==> config.mk <==
export PLATFORM = sky130hd
export DESIGN_NAME = clock_switch_ctrl
export DESIGN_NICKNAME = d
export VERILOG_FILES = /design/src/rtl/clock_switch_pkg.sv /design/src/rtl/clkswitch_settle_timer.sv /design/src/rtl/clock_switch_ctrl.sv
export SDC_FILE = /design/constraint.sdc
export NUM_CORES = 1
export LEC_CHECK = 0
export ABC_AREA = 1
export CAP_MARGIN = 25
export CORE_ASPECT_RATIO = 1.25
export CORE_MARGIN = 2
export CORE_UTILIZATION = 40
export DETAILED_ROUTE_END_ITERATION = 8
export PLACE_DENSITY = 0.65
export SLEW_MARGIN = 20
export SYNTH_ARGS = -nofsm -noshare
export SYNTH_HDL_FRONTEND = slang
export SYNTH_SLANG_ARGS = --single-unit
==> constraint.sdc <==
create_clock -name clock -period 1.55 [get_ports clock]
set_input_delay 0.155 -clock clock [delete_from_list [all_inputs] [get_ports clock]]
set_output_delay 0.155 -clock clock [all_outputs]
set_load 0.01 [all_outputs]
==> src/rtl/clock_switch_pkg.sv <==
// Shared types and widths for the glitch-free clock switch controller.
package clock_switch_pkg;

   localparam int unsigned CNT_W   = 8;
   localparam int unsigned COUNT_W = 16;

   typedef enum logic [2:0] {
      STARTUP,
      IDLE,
      DRAIN,
      SWAP,
      RESTORE
   } state_t;

endpackage

==> src/rtl/clkswitch_settle_timer.sv <==
// Settle-phase down-counter; expired is registered and high once the count reaches zero.
module clkswitch_settle_timer
   import clock_switch_pkg::*;
#(
   parameter logic [CNT_W-1:0] RESET_VALUE = '0
) (
   input  logic             clock,
   input  logic             reset_n,
   input  logic             load,
   input  logic [CNT_W-1:0] load_value,
   output logic             expired
);

   logic [CNT_W-1:0] count;

   // expired tracks (count == 0) one register stage ahead of the decrement
   always_ff @(posedge clock or negedge reset_n) begin
      if (!reset_n) begin
         count   <= RESET_VALUE;
         expired <= (RESET_VALUE == '0);
      end else if (load) begin
         count   <= load_value;
         expired <= (load_value == '0);
      end else if (count != '0) begin
         count   <= count - CNT_W'(1);
         expired <= (count == CNT_W'(1));
      end
   end

endmodule

==> src/rtl/clock_switch_ctrl.sv <==
// Clock source switch sequencer: gate off, swap mux select, gate on, acknowledge.
// Optional completed-switch statistics counter enabled by EAGLE_CLKSW_STATS_EN.
module clock_switch_ctrl
   import clock_switch_pkg::*;
#(
   parameter int unsigned SETTLE_CYCLES = 4,
   parameter logic        RESET_SEL     = 1'b0
) (
   input  logic               clock,
   input  logic               reset_n,
   input  logic               switch_req,
   input  logic               switch_sel,
   output logic               switch_ack,
   output logic               busy,
   output logic               gate_en,
   output logic               mux_sel,
   output logic [COUNT_W-1:0] switch_count
);

   localparam logic [CNT_W-1:0] SETTLE_LOAD = CNT_W'(SETTLE_CYCLES - 1);

   state_t state;
   logic   target;
   logic   expired;
   logic   timer_load_c;

   // Every state transition is a state entry and reloads the settle timer
   always_comb begin
      timer_load_c = 1'b0;
      if (state == IDLE) timer_load_c = switch_req && (switch_sel != mux_sel);
      else               timer_load_c = expired;
   end

   clkswitch_settle_timer #(
      .RESET_VALUE (SETTLE_LOAD)
   ) u_settle_timer (
      .clock      (clock),
      .reset_n    (reset_n),
      .load       (timer_load_c),
      .load_value (SETTLE_LOAD),
      .expired    (expired)
   );

   always_ff @(posedge clock or negedge reset_n) begin
      if (!reset_n) begin
         state      <= STARTUP;
         gate_en    <= 1'b0;
         mux_sel    <= RESET_SEL;
         busy       <= 1'b1;
         switch_ack <= 1'b0;
         target     <= RESET_SEL;
      end else begin
         switch_ack <= 1'b0;
         case (state)
            STARTUP: if (expired) begin
               gate_en <= 1'b1;
               busy    <= 1'b0;
               state   <= IDLE;
            end
            IDLE: if (switch_req) begin
               if (switch_sel == mux_sel) begin
                  switch_ack <= 1'b1;
               end else begin
                  target  <= switch_sel;
                  gate_en <= 1'b0;
                  busy    <= 1'b1;
                  state   <= DRAIN;
               end
            end
            // mux_sel only moves here, with the gate already closed
            DRAIN: if (expired) begin
               mux_sel <= target;
               state   <= SWAP;
            end
            SWAP: if (expired) begin
               gate_en <= 1'b1;
               state   <= RESTORE;
            end
            RESTORE: if (expired) begin
               busy       <= 1'b0;
               switch_ack <= 1'b1;
               state      <= IDLE;
            end
            default: state <= STARTUP;
         endcase
      end
   end

`ifdef EAGLE_CLKSW_STATS_EN
   // Saturating count of completed source changes
   always_ff @(posedge clock or negedge reset_n) begin
      if (!reset_n) begin
         switch_count <= '0;
      end else if ((state == RESTORE) && expired && (switch_count != '1)) begin
         switch_count <= switch_count + COUNT_W'(1);
      end
   end
`else
   assign switch_count = '0;
`endif

endmodule

==> results of run 1 <==
==> synthesized netlist by cell type (all sizes together) <==
cell type   n  area share (%)
a21oi       4             1.8
o21ai       5             2.2
nor2       13             5.0
xor2        1            0.78
dfstp       3             7.0
nand3      15             6.7
ha          3             3.3
nand3b      2             1.3
nand4       4             2.2
buf        16              11
o22ai       1            0.56
dfrtp      14              31
a21boi      1            0.67
inv        24             8.0
o211ai      1            0.67
nand2      46              17
conb        1            0.33
==> worst paths after layout <==
kind | end
worst min-delay path | state[2]
min in group clock | busy
worst max register to register | u_settle_timer.count[1]
max in group asynchronous | busy
worst min register to register | busy
worst max-delay path | busy
==> repair_timing <==
| item | 4_1_cts | 5_1_grt |
|---|---|---|
| gates resized for setup | 0 | 2 |
| endpoints found under the setup margin | 0 | 3 |
| buffers inserted | 0 | 0 |
==> state kept, by name (all words and copies together), names as in the netlist <==
register                flops
u_settle_timer.count        8
state                       3
busy                        1
gate_en                     1
mux_sel                     1
switch_ack                  1
target                      1
u_settle_timer.expired      1
==> power by group <==
group	switching [mW]	total (mW)	internal [mW]	leakage, nW
clock	0.137	0.237	0.100	0.0150
combinational	0.529	0.862	0.332	0.431
sequential	0.144	0.779	0.634	0.209
==> metal layers <==
metal,up-vias,track usage [%]
met3,4,2.84
met1,417,15.4
met4,0,7.24
met5,-,0
li1,473,-
met2,23,23.1
==> layout make-up <==
| type | instances | share of cell area (%) |
|---|---|---|
| timing repair buffer | 8 | 6.40 |
| multi-input combinational | 113 | 45.0 |
| clock buffer | 4 | 2.17 |
| tap | 34 | 3.51 |
| inverter | 24 | 7.44 |
| sequential | 17 | 35.4 |
==> cells by family (layout without fill, tap and decap cells) <==
| kind of cell | Yosys count | after routing | share of synthesized area (%) |
|---|---|---|---|
| fa+ha+maj | 3 | 3 | 3.34 |
| buf+inv | 40 | 36 | 18.7 |
| other cells | 1 | 16 | 0.334 |
| compound gates | 12 | 12 | 5.91 |
| flops | 17 | 17 | 38.2 |
| simple gates | 80 | 81 | 32.7 |
| xor+xnor | 1 | 1 | 0.781 |
==> metrics.csv, run 1 <==
metric,value,unit
multi_input_area,546,um2
hold_ws,0.175,ns
rows,21,
syn-cell-area,1120,um2
grt_max_degree,18,
initial_core_util,41.9,%
gp_congestion,0.881,
worst_ep_arrival_time,1.34,ns
hpwl,1530,um
mostFrequentLayoutCell,nand2_1,
cts.sinks,17,
drv_cap,0,
dieArea,3250,um2
dr_wl_met3,98,um
met2_length,1030,um
vias,917,
num_antenna_cells,0,
timing.final.ws_setup,0.0506,ns
ys_ff_latch,17,
status,"finished, final reports clean",
critPathKind,reg -> out,
io_pins,24,
p_leak,0.655,nW
tns,0,ns
cts_root_buf,clkbuf_4,
drt.antenna.violating_nets,0,
areaGrowthSynthToFinish,7.92,%
min_period,1.50,ns
final-max-slew-violation-count,0,
period_share,96.7,%
cts_buffers,3,
worstPathRequired,1.39,ns
slowest_stage,dfstp_2,
fillers,303,
final_area,1210,um2
cpLargestDelayFamily,flip-flops,
yosysSeqAreaShare,38.2,%
cp_max_fo,2,
power,1.88,mW
fin_worst_skew,0.00475,ns
crit_cells,1,
fin_util,45.2,%
wl_per_cell,9.96,um
fmax,0.667,GHz
holdBufCountCts,0,
dp.cells,195,
clk_transition_reported_paths,0.10,ns
yosysWarnings,0,
critPathMaxStageDelay,0.54,ns
path_cells,clkdlybuf4s50_1,
first_iter_violations,21,
yosys.cell_types.count,22,
final-instance-count-excl-fill,200,
routed_wl,1990,um
place.port_buffers,7,
cts_tree,yes,
mostFrequentLayoutCells,"42 x nand2_1, 20 x inv_1, 16 x conb_1, 15 x nand3_1, 14 x dfrtp_1",
placed_cell_area,1180,um2
cp-end-kind,output pin,
fp.dieW,51.4,um
clk_latency,0.29,ns
wl_met1,826,um
preCtsSetupSlack,0.107,ns
grtUsageTotal,13.6,%
grt_pass1_wl,3350,um
grt_remaining_overflow,0,
min_path_type,in -> async,
htreeDepth,1,
cts_buffer_depth,2,
rr_worst_depth,8,
cp-startpoint,busy,
worst-path-buf-inv,1,
antenna_found_initial,0,
syn_area_per_cell,7.29,um2
core,2680,um2
r2r_slack,0.18,ns
die_h,63.2,um
drc_errors,0,
worst_ir_drop_vdd,783,uV
drt-pass1-iter-count,4,
p_per_area,1550,nW/um2
startpoint_type,flop,
final-hold-violation-count,0,
drive_gt1_share,10.8,%
reg2reg_from,u_settle_timer.count[0],
rsz0062_at_grt,no,
setup_viol,0,
regArea,429,um2
grt_pass1_vias,846,
vias_per_cell,4.59,
dr.max_layer_used,met4,
nets,174,
synthCells,154,
Power figures use the tool's default switching activity.
==> run 2: changes to the inputs <==
--- a/config.mk
+++ b/config.mk
@@ -10,6 +10,7 @@
 export CORE_ASPECT_RATIO = 1.25
 export CORE_MARGIN = 2
 export CORE_UTILIZATION = 40
+export CTS_CLUSTER_DIAMETER = 120
 export DETAILED_ROUTE_END_ITERATION = 8
 export PLACE_DENSITY = 0.65
 export SLEW_MARGIN = 20
==> results of run 2 <==
No change in the layout: final DEF, timing and power equal those of run 1.
==> run 3: changes to the inputs <==
--- a/config.mk
+++ b/config.mk
@@ -7,12 +7,15 @@
 export LEC_CHECK = 0
 export ABC_AREA = 1
 export CAP_MARGIN = 25
+export CELL_PAD_IN_SITES_DETAIL_PLACEMENT = 0
+export CELL_PAD_IN_SITES_GLOBAL_PLACEMENT = 2
 export CORE_ASPECT_RATIO = 1.25
 export CORE_MARGIN = 2
-export CORE_UTILIZATION = 40
+export CORE_UTILIZATION = 27
 export CTS_CLUSTER_DIAMETER = 120
 export DETAILED_ROUTE_END_ITERATION = 8
-export PLACE_DENSITY = 0.65
+export HOLD_SLACK_MARGIN = 0.02
+export PLACE_DENSITY_LB_ADDON = 0.1
 export SLEW_MARGIN = 20
 export SYNTH_ARGS = -nofsm -noshare
 export SYNTH_HDL_FRONTEND = slang
==> run 3 against run 2 <==
Net effect:
- worst setup slack gained 0.051 ns
- power grew 7.5%
- hold slack improved by 0.056 ns
- highest routed layer unchanged
- sequential power increased by 1%
- non-clock buffer count grew 1
- sequential share of layout area down 1.5 points
- critical path depth did not move
- utilization decreased by 14 points
- register-to-register slack hardly changed
- global-route usage down 2.2 points
- combinational power grew 3.9%
- final area is 4.4% higher
==> metrics.csv, run 3 (synthesis results as in run 1) <==
metric,value,unit
cts_buffer_depth,2,
first_iter_violations,30,
p_int,1.17,mW
grt_remaining_overflow,0,
gp_congestion,0.751,
die_h,76.1,um
cts.sinks,17,
fp.dieW,61.7,um
min_period,1.45,ns
core,4030,um2
tns,0,ns
largestRegisters,"u_settle_timer.count x8, state x3",
reg2reg_from,u_settle_timer.count[0],
worst_ir_drop_vdd,667,uV
final-max-slew-violation-count,0,
grt_max_degree,18,
grt_pass1_wl,4010,um
cp-end-kind,output pin,
hpwl,1840,um
dieArea,4690,um2
p_seq_share,39.0,%
drive_gt1_share,11.4,%
io_pins,24,
drv_cap,0,
min_path_type,in -> async,
startpoint_type,flop,
routed_wl,2400,um
cp_max_fo,2,
cts_buffers,3,
netSwitchingPower,850,uW
drt-pass1-iter-count,4,
grt_pass1_vias,880,
initial_core_util,27.8,%
drc_errors,0,
r2r_slack,0.19,ns
fin_worst_skew,0.00670,ns
regArea,429,um2
setup.worst_path.end,busy,
switching_share,42.2,%
final-hold-violation-count,0,
antenna_found_initial,0,
top_register,u_settle_timer.count,
setup_viol,0,
nets,175,
fillers,475,
rows,26,
place.port_buffers,7,
vias_per_cell,4.10,
worstPathRequired,1.39,ns
rr_worst_depth,8,
areaGrowthSynthToFinish,12.7,%
slowest_stage,dfstp_2,
worst_ep_arrival_time,1.29,ns
mostFrequentLayoutCell,nand2_1,
clkPwrFrac,16.5,%
p_per_area,1590,nW/um2
final_area,1260,um2
fmax,0.691,GHz
placed_cell_area,1210,um2
preCtsSetupSlack,0.106,ns
rsz0062_at_grt,no,
pwr-share-comb,44.4,%
largest_reg_flops,8,
cts_root_buf,clkbuf_8,
clk_transition_reported_paths,0.07,ns
critPathKind,reg -> out,
wl_per_cell,10.7,um
p_leak,0.668,nW
num_antenna_cells,0,
reg2reg_to,u_settle_timer.count[1],
mostFrequentLayoutCells,"42 x nand2_1, 20 x inv_1, 16 x conb_1, 15 x nand3_1, 14 x dfrtp_1",
critPathMaxStageDelay,0.53,ns
cts_setup_buffers,0,
multi_input_area,546,um2
holdBufCountCts,0,
htreeDepth,1,
path_cells,clkdlybuf4s50_1,
clk_latency,0.25,ns
vias,914,
cts_tree,yes,
period_share,93.4,%
drt.antenna.violating_nets,0,
timing.final.ws_setup,0.102,ns
grtUsageTotal,11.3,%
cpLargestDelayFamily,flip-flops,
worst-path-buf-inv,1,
hold_ws,0.232,ns
fin_util,31.4,%
cp-startpoint,busy,
crit_cells,1,
status,"finished, final reports clean",
==> run 3: metrics by stage <==
| step | power, mW | instances |
|---|---|---|
| floorplan | 1.44 | 169 |
| global placement | 1.69 | 218 |
| detailed placement | 1.68 | 218 |
| CTS | 2.03 | 222 |
| global route | 2.25 | 223 |
| finish | 2.02 | 223 |
==> run 3: area by class of cell <==
cell class / instances / share of cell area (%)
repair buffers: 9 / 6.73
inverters: 24 / 7.12
well taps: 56 / 5.54
clock buffers: 4 / 3.56
flip-flops and latches: 17 / 33.9
multi-input cells: 113 / 43.1
==> run 3: how the worst min path moves through the flow <==
| stage | start | end | slack, ns |
|---|---|---|---|
| 5_1_grt | reset_n | state[0] | 0.26 |
| 2_1_floorplan | reset_n | gate_en | -0.14 |
| 3_3_place_gp | busy | busy | 0.45 |
| 4_1_cts | reset_n | state[0] | 0.24 |
| 3_5_place_dp | busy | busy | 0.46 |
| 6_report | reset_n | state[1] | 0.23 |
==> run 3: repair_timing <==
action                     4_1_cts  5_1_grt
setup endpoints to repair        0        5
hold endpoints to repair         0        0
gates resized for setup          0        2
==> run 3: power by group through the flow <==
stage	Sequential, mW	Combinational (mW)	Clock, mW
2_1_floorplan	0.765	0.670	0
3_3_place_gp	0.793	0.899	0
3_5_place_dp	0.791	0.894	0
4_1_cts	0.784	0.895	0.350
5_1_grt	0.809	1.07	0.369
6_report	0.788	0.896	0.334
==> run 3: routing by layer <==
metal  up-vias  global-route usage (%)  share of wire [%]
li1        473                       -                  -
met4         0                    4.47                1.3
met5         -                       0                  0
met1       427                    13.5                 42
met3         4                    2.04                2.4
met2        10                    19.3                 54
